<file path="config.mk">
export PLATFORM = sky130hd
export DESIGN_NAME = pnr_gpio_hist_receiver
export DESIGN_NICKNAME = d
export VERILOG_FILES = /design/src/rtl/pnr_gpio_hist_receiver.sv
export SDC_FILE = /design/constraint.sdc
export NUM_CORES = 1
export LEC_CHECK = 0
export CAP_MARGIN = 30
export CORE_ASPECT_RATIO = 0.7
export CORE_UTILIZATION = 30
export CTS_CLUSTER_SIZE = 24
export DETAILED_ROUTE_END_ITERATION = 10
export PLACE_DENSITY_LB_ADDON = 0.15
export SYNTH_ARGS = -nofsm -noshare
export SYNTH_HDL_FRONTEND = slang
export SYNTH_HIERARCHICAL = 1
export SYNTH_SLANG_ARGS = --single-unit
</file>
<file path="constraint.sdc">
create_clock -name ADC_CLK -period 7.77 [get_ports ADC_CLK]
set_input_delay 1.554 -clock ADC_CLK [delete_from_list [all_inputs] [get_ports ADC_CLK]]
set_output_delay 1.554 -clock ADC_CLK [all_outputs]
set_load 0.005 [all_outputs]
</file>
<file path="src/rtl/pnr_gpio_hist_receiver.sv">
// Far-end receiver for the one-hot PNR photon bus: synchronise, detect/decode bursts, build a histogram.
// Build option PNR_HIST_SATURATE_EN: bins and shot counter saturate instead of wrapping.

module pnr_hist_bin #(
  parameter int W = 32
) (
  input  logic         clk,
  input  logic         rst,
  input  logic         clr,
  input  logic         inc,
  output logic [W-1:0] cnt
);

  always_ff @(posedge clk or posedge rst) begin
    if (rst) cnt <= '0;
    else if (clr) cnt <= '0;
`ifdef PNR_HIST_SATURATE_EN
    else if (inc && (cnt != '1)) cnt <= cnt + W'(1);
`else
    else if (inc) cnt <= cnt + W'(1);
`endif
  end

endmodule

module pnr_gpio_hist_receiver #(
  parameter int SYNC_STAGES = 2,
  parameter int CNT_W       = 32,
  parameter int ERR_W       = 16
) (
  input  logic             ADC_CLK,
  input  logic             rst_i,
  input  logic [7:0]       extension_GPIO_i,
  input  logic             start_i,
  input  logic             stop_i,
  input  logic [CNT_W-1:0] shot_target_i,
  input  logic [2:0]       rd_addr_i,
  output logic [CNT_W-1:0] rd_data_o,
  output logic [2:0]       photon_num_o,
  output logic             photon_valid_o,
  output logic             busy_o,
  output logic             done_o,
  output logic [CNT_W-1:0] shot_cnt_o,
  output logic [ERR_W-1:0] err_cnt_o
);

  typedef enum logic [1:0] {IDLE, CLEAR, ACQ, DONE} state_t;

  logic [SYNC_STAGES-1:0][7:0] sync_q;
  logic [7:0]                  s;
  logic                        prev_any;
  logic                        evt, onehot, valid_evt, err_evt;
  logic [2:0]                  idx;
  state_t                      state;
  logic [CNT_W-1:0]            tgt_q;
  logic                        tgt_met, cnt_en, clr;
  logic [7:0][CNT_W-1:0]       bin_cnt;

  always_ff @(posedge ADC_CLK or posedge rst_i) begin
    if (rst_i) begin
      sync_q   <= '0;
      prev_any <= 1'b0;
    end else begin
      sync_q[0] <= extension_GPIO_i;
      for (int i = 1; i < SYNC_STAGES; i++) sync_q[i] <= sync_q[i-1];
      prev_any <= |s;
    end
  end

  assign s         = sync_q[SYNC_STAGES-1];
  assign evt       = (|s) && !prev_any;
  assign onehot    = ((s & (s - 8'd1)) == 8'h00);
  assign valid_evt = evt && onehot;
  assign err_evt   = evt && !onehot;

  always_comb begin
    idx = 3'd0;
    for (int k = 0; k < 8; k++) if (s[k]) idx = 3'(k);
  end

  always_ff @(posedge ADC_CLK or posedge rst_i) begin
    if (rst_i) begin
      photon_valid_o <= 1'b0;
      photon_num_o   <= 3'd0;
    end else begin
      photon_valid_o <= valid_evt;
      if (valid_evt) photon_num_o <= idx;
    end
  end

  // Once a nonzero target is met, further events are ignored until the FSM leaves ACQ.
  assign tgt_met = (tgt_q != '0) && (shot_cnt_o >= tgt_q);
  assign cnt_en  = (state == ACQ) && !tgt_met && valid_evt;
  assign clr     = (state == CLEAR);

  always_ff @(posedge ADC_CLK or posedge rst_i) begin
    if (rst_i) begin
      state  <= IDLE;
      busy_o <= 1'b0;
      done_o <= 1'b0;
      tgt_q  <= '0;
    end else begin
      case (state)
        IDLE: if (start_i) begin
          state  <= CLEAR;
          busy_o <= 1'b1;
        end
        CLEAR: begin
          state <= ACQ;
          tgt_q <= shot_target_i;
        end
        ACQ: if (start_i) begin
          state <= CLEAR;
        end else if (stop_i || tgt_met) begin
          state  <= DONE;
          busy_o <= 1'b0;
          done_o <= 1'b1;
        end
        DONE: if (start_i) begin
          state  <= CLEAR;
          busy_o <= 1'b1;
          done_o <= 1'b0;
        end
        default: begin
          state  <= IDLE;
          busy_o <= 1'b0;
          done_o <= 1'b0;
        end
      endcase
    end
  end

  always_ff @(posedge ADC_CLK or posedge rst_i) begin
    if (rst_i) begin
      shot_cnt_o <= '0;
      err_cnt_o  <= '0;
    end else if (clr) begin
      shot_cnt_o <= '0;
      err_cnt_o  <= '0;
    end else begin
`ifdef PNR_HIST_SATURATE_EN
      if (cnt_en && (shot_cnt_o != '1)) shot_cnt_o <= shot_cnt_o + CNT_W'(1);
`else
      if (cnt_en) shot_cnt_o <= shot_cnt_o + CNT_W'(1);
`endif
      if ((state == ACQ) && err_evt && (err_cnt_o != '1)) err_cnt_o <= err_cnt_o + ERR_W'(1);
    end
  end

  for (genvar b = 0; b < 8; b++) begin : g_bin
    pnr_hist_bin #(.W(CNT_W)) u_bin (
      .clk (ADC_CLK),
      .rst (rst_i),
      .clr (clr),
      .inc (cnt_en && (idx == 3'(b))),
      .cnt (bin_cnt[b])
    );
  end

  always_ff @(posedge ADC_CLK or posedge rst_i) begin
    if (rst_i) rd_data_o <= '0;
    else       rd_data_o <= bin_cnt[rd_addr_i];
  end

endmodule

</file>
Word level (Yosys, flattened, before mapping)
Index checks and enable logic that the tools add are counted.

operators by class
  eq/ne operators = 16
  bitwise gates (word level) = 1
  shifts and indexed selects = 0
  magnitude comparators = 2
  reductions and logical operators = 41
  muxes and demuxes = 41
  divide/modulo/power cells = 0
  $add $sub $neg = 11
  $mul = 0

operators with widths
  kind                                                                    count
  32-bit two-way mux                                                      19
  32-bit by 1-bit adder with 32-bit output (second input constant)        9
  32-bit binary-select mux with 3-bit select                              1
  32-bit >= comparator                                                    1
  16-bit two-way mux                                                      2
  32-bit nonzero test                                                     1
  2-bit nonzero test                                                      12
  3-bit two-way mux                                                       6
  16-bit by 1-bit adder with 16-bit output (second input constant)        1
  1-bit logical AND                                                       16
  16-bit != test (second input constant)                                  1
  3-bit equality test (second input constant)                             4
  8-bit AND                                                               1
  8-bit zero test                                                         1
  4-bit AND reduction                                                     2
  8-bit OR reduction                                                      1
  8-bit by 1-bit subtractor with 8-bit output (second input constant)     1
  1-bit two-way mux                                                       7
  3-bit by 2-bit equality test with 1-bit output (second input constant)  2
  2-bit two-way mux                                                       3
  2-bit case mux with 3 select lines                                      1
  2-bit equality test (second input constant)                             2
  3-bit by 4-bit < comparator with 1-bit output (second input constant)   1
  2-bit by 1-bit != test with 1-bit output (second input constant)        2
  11 further kinds                                                        15

word-level totals
  register bits after elaboration = 393
  memory bits (writable) = 0
  bits in read-only memories = 0
  memories kept = 0
  logic and storage cells = 132
  bits in latches = 0

Longest topological paths before layout
  depth in word-level cells = 11
  mapped depth = 16
  depth with buffers taken out = 13

By module
Netlist, hierarchy kept.

modules (own cells, without submodules)
  module                  instances  seq. area each (sq um)  cells an instance  area each (sq um)
  pnr_hist_bin            8          800.8                   184                1749.2
  pnr_gpio_hist_receiver  1          3428.3                  754                8306.7

Least setup slack after synthesis
OpenSTA, ideal clock, no wires.

  path type = flip-flop to flip-flop
  from = register shot_cnt_o[0]
  to = register g_bin[2].u_bin.cnt[17]
  setup slack = 3783 ps
  cell stages (with the launch flop) = 17
  required time = 7642 ps
  arrival = 3860 ps
  buffers on the path = 3
  library setup time = 128 ps
  clock period less this slack = 3987 ps
  cells stage by stage = dfrtp_1 > inv_1 > ha_1 > nand2b_1 > a2111o_1 > a311oi_1 > a21o_2 > and2_1 > nand3_1 > nor4_1 > buf_4 > o2111ai_2 > buf_6 > or4_4 > buf_6 > nor4_4 > mux2_1

between the ends
  word-level cells in the longest chain between the ends = 7

RTL lines
  item                             RTL line  text
  start, declared                  43        output logic [CNT_W-1:0] shot_cnt_o,
  start signal, assigned           144       if (cnt_en) shot_cnt_o <= shot_cnt_o + CNT_W'(1);
  32-bit >= comparator             92        assign tgt_met = (tgt_q != '0) && (shot_cnt_o >= tgt_q);
  1-bit logical AND                92
  1-bit zero test                  93        assign cnt_en = (state == ACQ) && !tgt_met && valid_evt;
  1-bit logical AND (2 in series)  93
  1-bit logical AND                155       .inc (cnt_en && (idx == 3'(b))),
  2-bit nonzero test (no line)     -
  end signal, assigned             20        else if (inc) cnt <= cnt + W'(1);
  end, declared                    11        output logic [W-1:0] cnt

No other way between the ends.
A chain may end at the register's enable or synchronous reset.

Worst setup path after layout
  from = register shot_cnt_o[25]
  to = register g_bin[4].u_bin.cnt[30]

between the ends
  word-level cells in the longest chain between the ends = 7

RTL lines
  item                             RTL line
  32-bit >= comparator             92
  1-bit logical AND                92
  1-bit zero test                  93
  1-bit logical AND (2 in series)  93
  1-bit logical AND                155
  2-bit nonzero test (no line)     -
  end signal, assigned             20
  end, declared                    11

No other way between the ends.

==> qor.yml <==
power_leakage_nw: 10.1
relSlewSlack_pct: 35.0
clk_latency_ns: 0.59
synth-simple-area-share_pct: 23.9
yosys-top-cells-area: "dfrtp_1 44%, mux4_2 6.5%, mux2_2 4.2%, nor2_1 3.4%, a21oi_1 3.1%"
cts_sinks: 393
first_iter_violations: 1271
vias: 17996
pwr_density_cell_mw_per_mm2: 207
tns_ns: 0
synth_cell_types: 64
synth_compound_area_share_pct: 9.04
synth_top_area_cell: "dfrtp_1"
hold_path_class: "register to register"
clkSlewWorstSetupHoldPaths_ns: 0.06
die_y_microns: 230
cap_violations: 0
ir_worst_vdd_mv: 0.124
synthArstFlopShare_pct: 100
ant_nets: 0
syn2layout_area_growth_pct: 16.0
finalCritPeriodShare_pct: 64.3
wl_met3_mm: 4.74
synth-xor-area-share_pct: 4.32
via_per_inst: 5.44
synth_top_family_by_area: "simple AND/OR/NAND/NOR gates"
finalSetupViolations: 0
rsz0062_at_grt: "false"
r2r-start: "shot_cnt_o[25]"
grt_pass1_wl_mm: 107
synth_common_cells: "393 x dfrtp_1, 204 x nor2_1, 178 x nand2_1"
critical_path.max_fanout: 16
path_class: "register to register"
drtPass1Iterations: 5
postPlaceCellArea_sq_mm: 0.0243
ys_ff_latch: 393
cts_tree: "yes"
wl_met1_mm: 34.5
synth_warnings: 6
layout-drive-gt1-share_pct: 12.7
yosysTopAreaCellShare_pct: 44.1
cts_resized: 0
fin_area_sq_mm: 0.0259
hold_viol_final: 0
nNetsFinal: 2390
core_area_sq_mm: 0.0734
cts_buffers: 46
muxShareOfSynthArea_pct: 11.6
stdcell_count: 3310
synthCells: 2226
grt_max_degree: 88
dominantRegCellSynth: "dfrtp_1"
antenna_found_initial: 3
die_area_sq_mm: 0.0754
first_global_vias: 17241
fin_skew_ns: 0.0215
crit_required_ns: 8.24
crit_path_end_kind: "register"
power.total_w: 0.00534
yosysMostFrequentCell: "dfrtp_1"
synth_area_sq_mm: 0.0223
place_inst: 3226
drcViolationCount: 0
chipWidth_microns: 328
grt_overflow: 0
initial_core_util_pct: 30.4
cts.htree.levels: 2
yosysSeqAreaShare_pct: 44.1
tightest_slew_ns: 0.967
synth-edff-count: 0
place_congestion: 0.869
syn_nets: 2319
hpwl_mm: 49.4
worstPathArrival_ns: 5.47
startpoint_type: "register"
io_buffer_count: 132
cts_hold_buf: 0
worstSetupStartpoint: "shot_cnt_o[25]"
layout_min_cycle_time_ns: 5.00
ioPinCount: 133
highest_layer: "met5"
avgSynthCellArea_sq_um: 10.0
holdCritStartpoint: "sync_q[7]"
holdWs_ns: 0.350
wl_per_cell_microns: 20.7
cts_buffer_depth: 3
track_usage_pct: 18.2
outcome: "finished, final reports clean"
post-cts-setup-buffers: 0
cts_root_buf: "clkbuf_16"
maxSlewViolCount: 0
synth_fa_ha_area_share_pct: 2.58
wirelength_mm: 68.6
num_rows: 83
max_freq_mhz: 200
dr_wl_met2_mm: 27.8
worst max-delay path: stages (launching register included):
cell and delay (ns):
dfrtp_1 0.43, ha_1 0.33, a21oi_1 0.16, o21ai_0 0.11, a221oi_1 0.42, o22a_2 0.35, and2_1 0.20, nand3_1 0.20
nor3b_1 0.81, o2111ai_2 0.39, or3_1 0.70, nor4_1 0.41, mux2_2 0.37
area by class of cell:
cell class | count | area (sq um)
Antenna cell | 3 | 7.51
Clock buffer | 71 | 1420
Clock inverter | 10 | 106
Fill cell | 7314 | 47600
Inverter | 92 | 350
Multi-Input combinational cell | 1613 | 11500
Sequential cell | 393 | 9830
Tap cell | 977 | 1220
Timing Repair Buffer | 151 | 1460
where the power goes:
part	switching, W	internal [W]	total, W
logic	0.000670	0.000238	0.000909
clock network	0.000910	0.00131	0.00222
registers	0.0000659	0.00215	0.00221
total	0.00165	0.00370	0.00534
sequential cells by signal, indices dropped and copies added (netlist names):
signal           cells
shot_cnt_o          32
photon_num_o         3
photon_valid_o       1
g_bin.u_bin/cnt    256
busy_o               1
rd_data_o           32
sync_q               8
tgt_q               32
s                    8
state                2
err_cnt_o           16
prev_any             1
done_o               1
path summary, 6_finish.rpt:
check                                         endpoint  slack, ns  cells past startpoint
worst max-delay path            g_bin[4].u_bin/cnt[30]       2.77                     12
worst min-delay path                              s[7]       0.35                      0
worst max register to register  g_bin[4].u_bin/cnt[30]       2.77                     12
worst min register to register                    s[7]       0.35                      0
max in group asynchronous                    tgt_q[29]       4.66                      3
min in group asynchronous        g_bin[2].u_bin/cnt[4]       1.59                      2
cell families after synthesis:
logic type | Yosys count
simple gates | 955
flops | 393
compound gates | 336
buf+inv | 220
mux | 166
xor+xnor | 110
fa+ha+maj | 46
cells in the final DEF, fill, tap and decap left out, types with 51 or more instances in the layout:
master,n
a21oi_1,136
clkdlybuf4s50_1,130
dfrtp_1,393
inv_1,91
mux2_2,84
mux4_2,64
nand2_1,178
nand3_1,51
nand4_1,97
nor2_1,204
nor2b_1,58
nor3_1,52
nor4_1,69
o21ai_0,104
o31ai_1,61
or3_1,71
or4_1,76
xnor2_1,70
metrics by stage:
| stage | worst slack (ns) | util [%] |
|---|---|---|
| 2_1_floorplan | 2.55 | - |
| 3_3_place_gp | 2.91 | 33.1 |
| 3_5_place_dp | 2.84 | 33.1 |
| 4_1_cts | 2.80 | 35.2 |
| 5_1_grt | 2.41 | 35.2 |
| 6_report | 2.77 | 35.2 |
layer usage:
metal,global-route usage [%],up-vias
met3,3.89,99
li1,-,8326
met2,24.8,535
met1,28.5,9032
met4,4.83,4
met5,0,-
No activity file was read; power rests on OpenSTA's default activity.
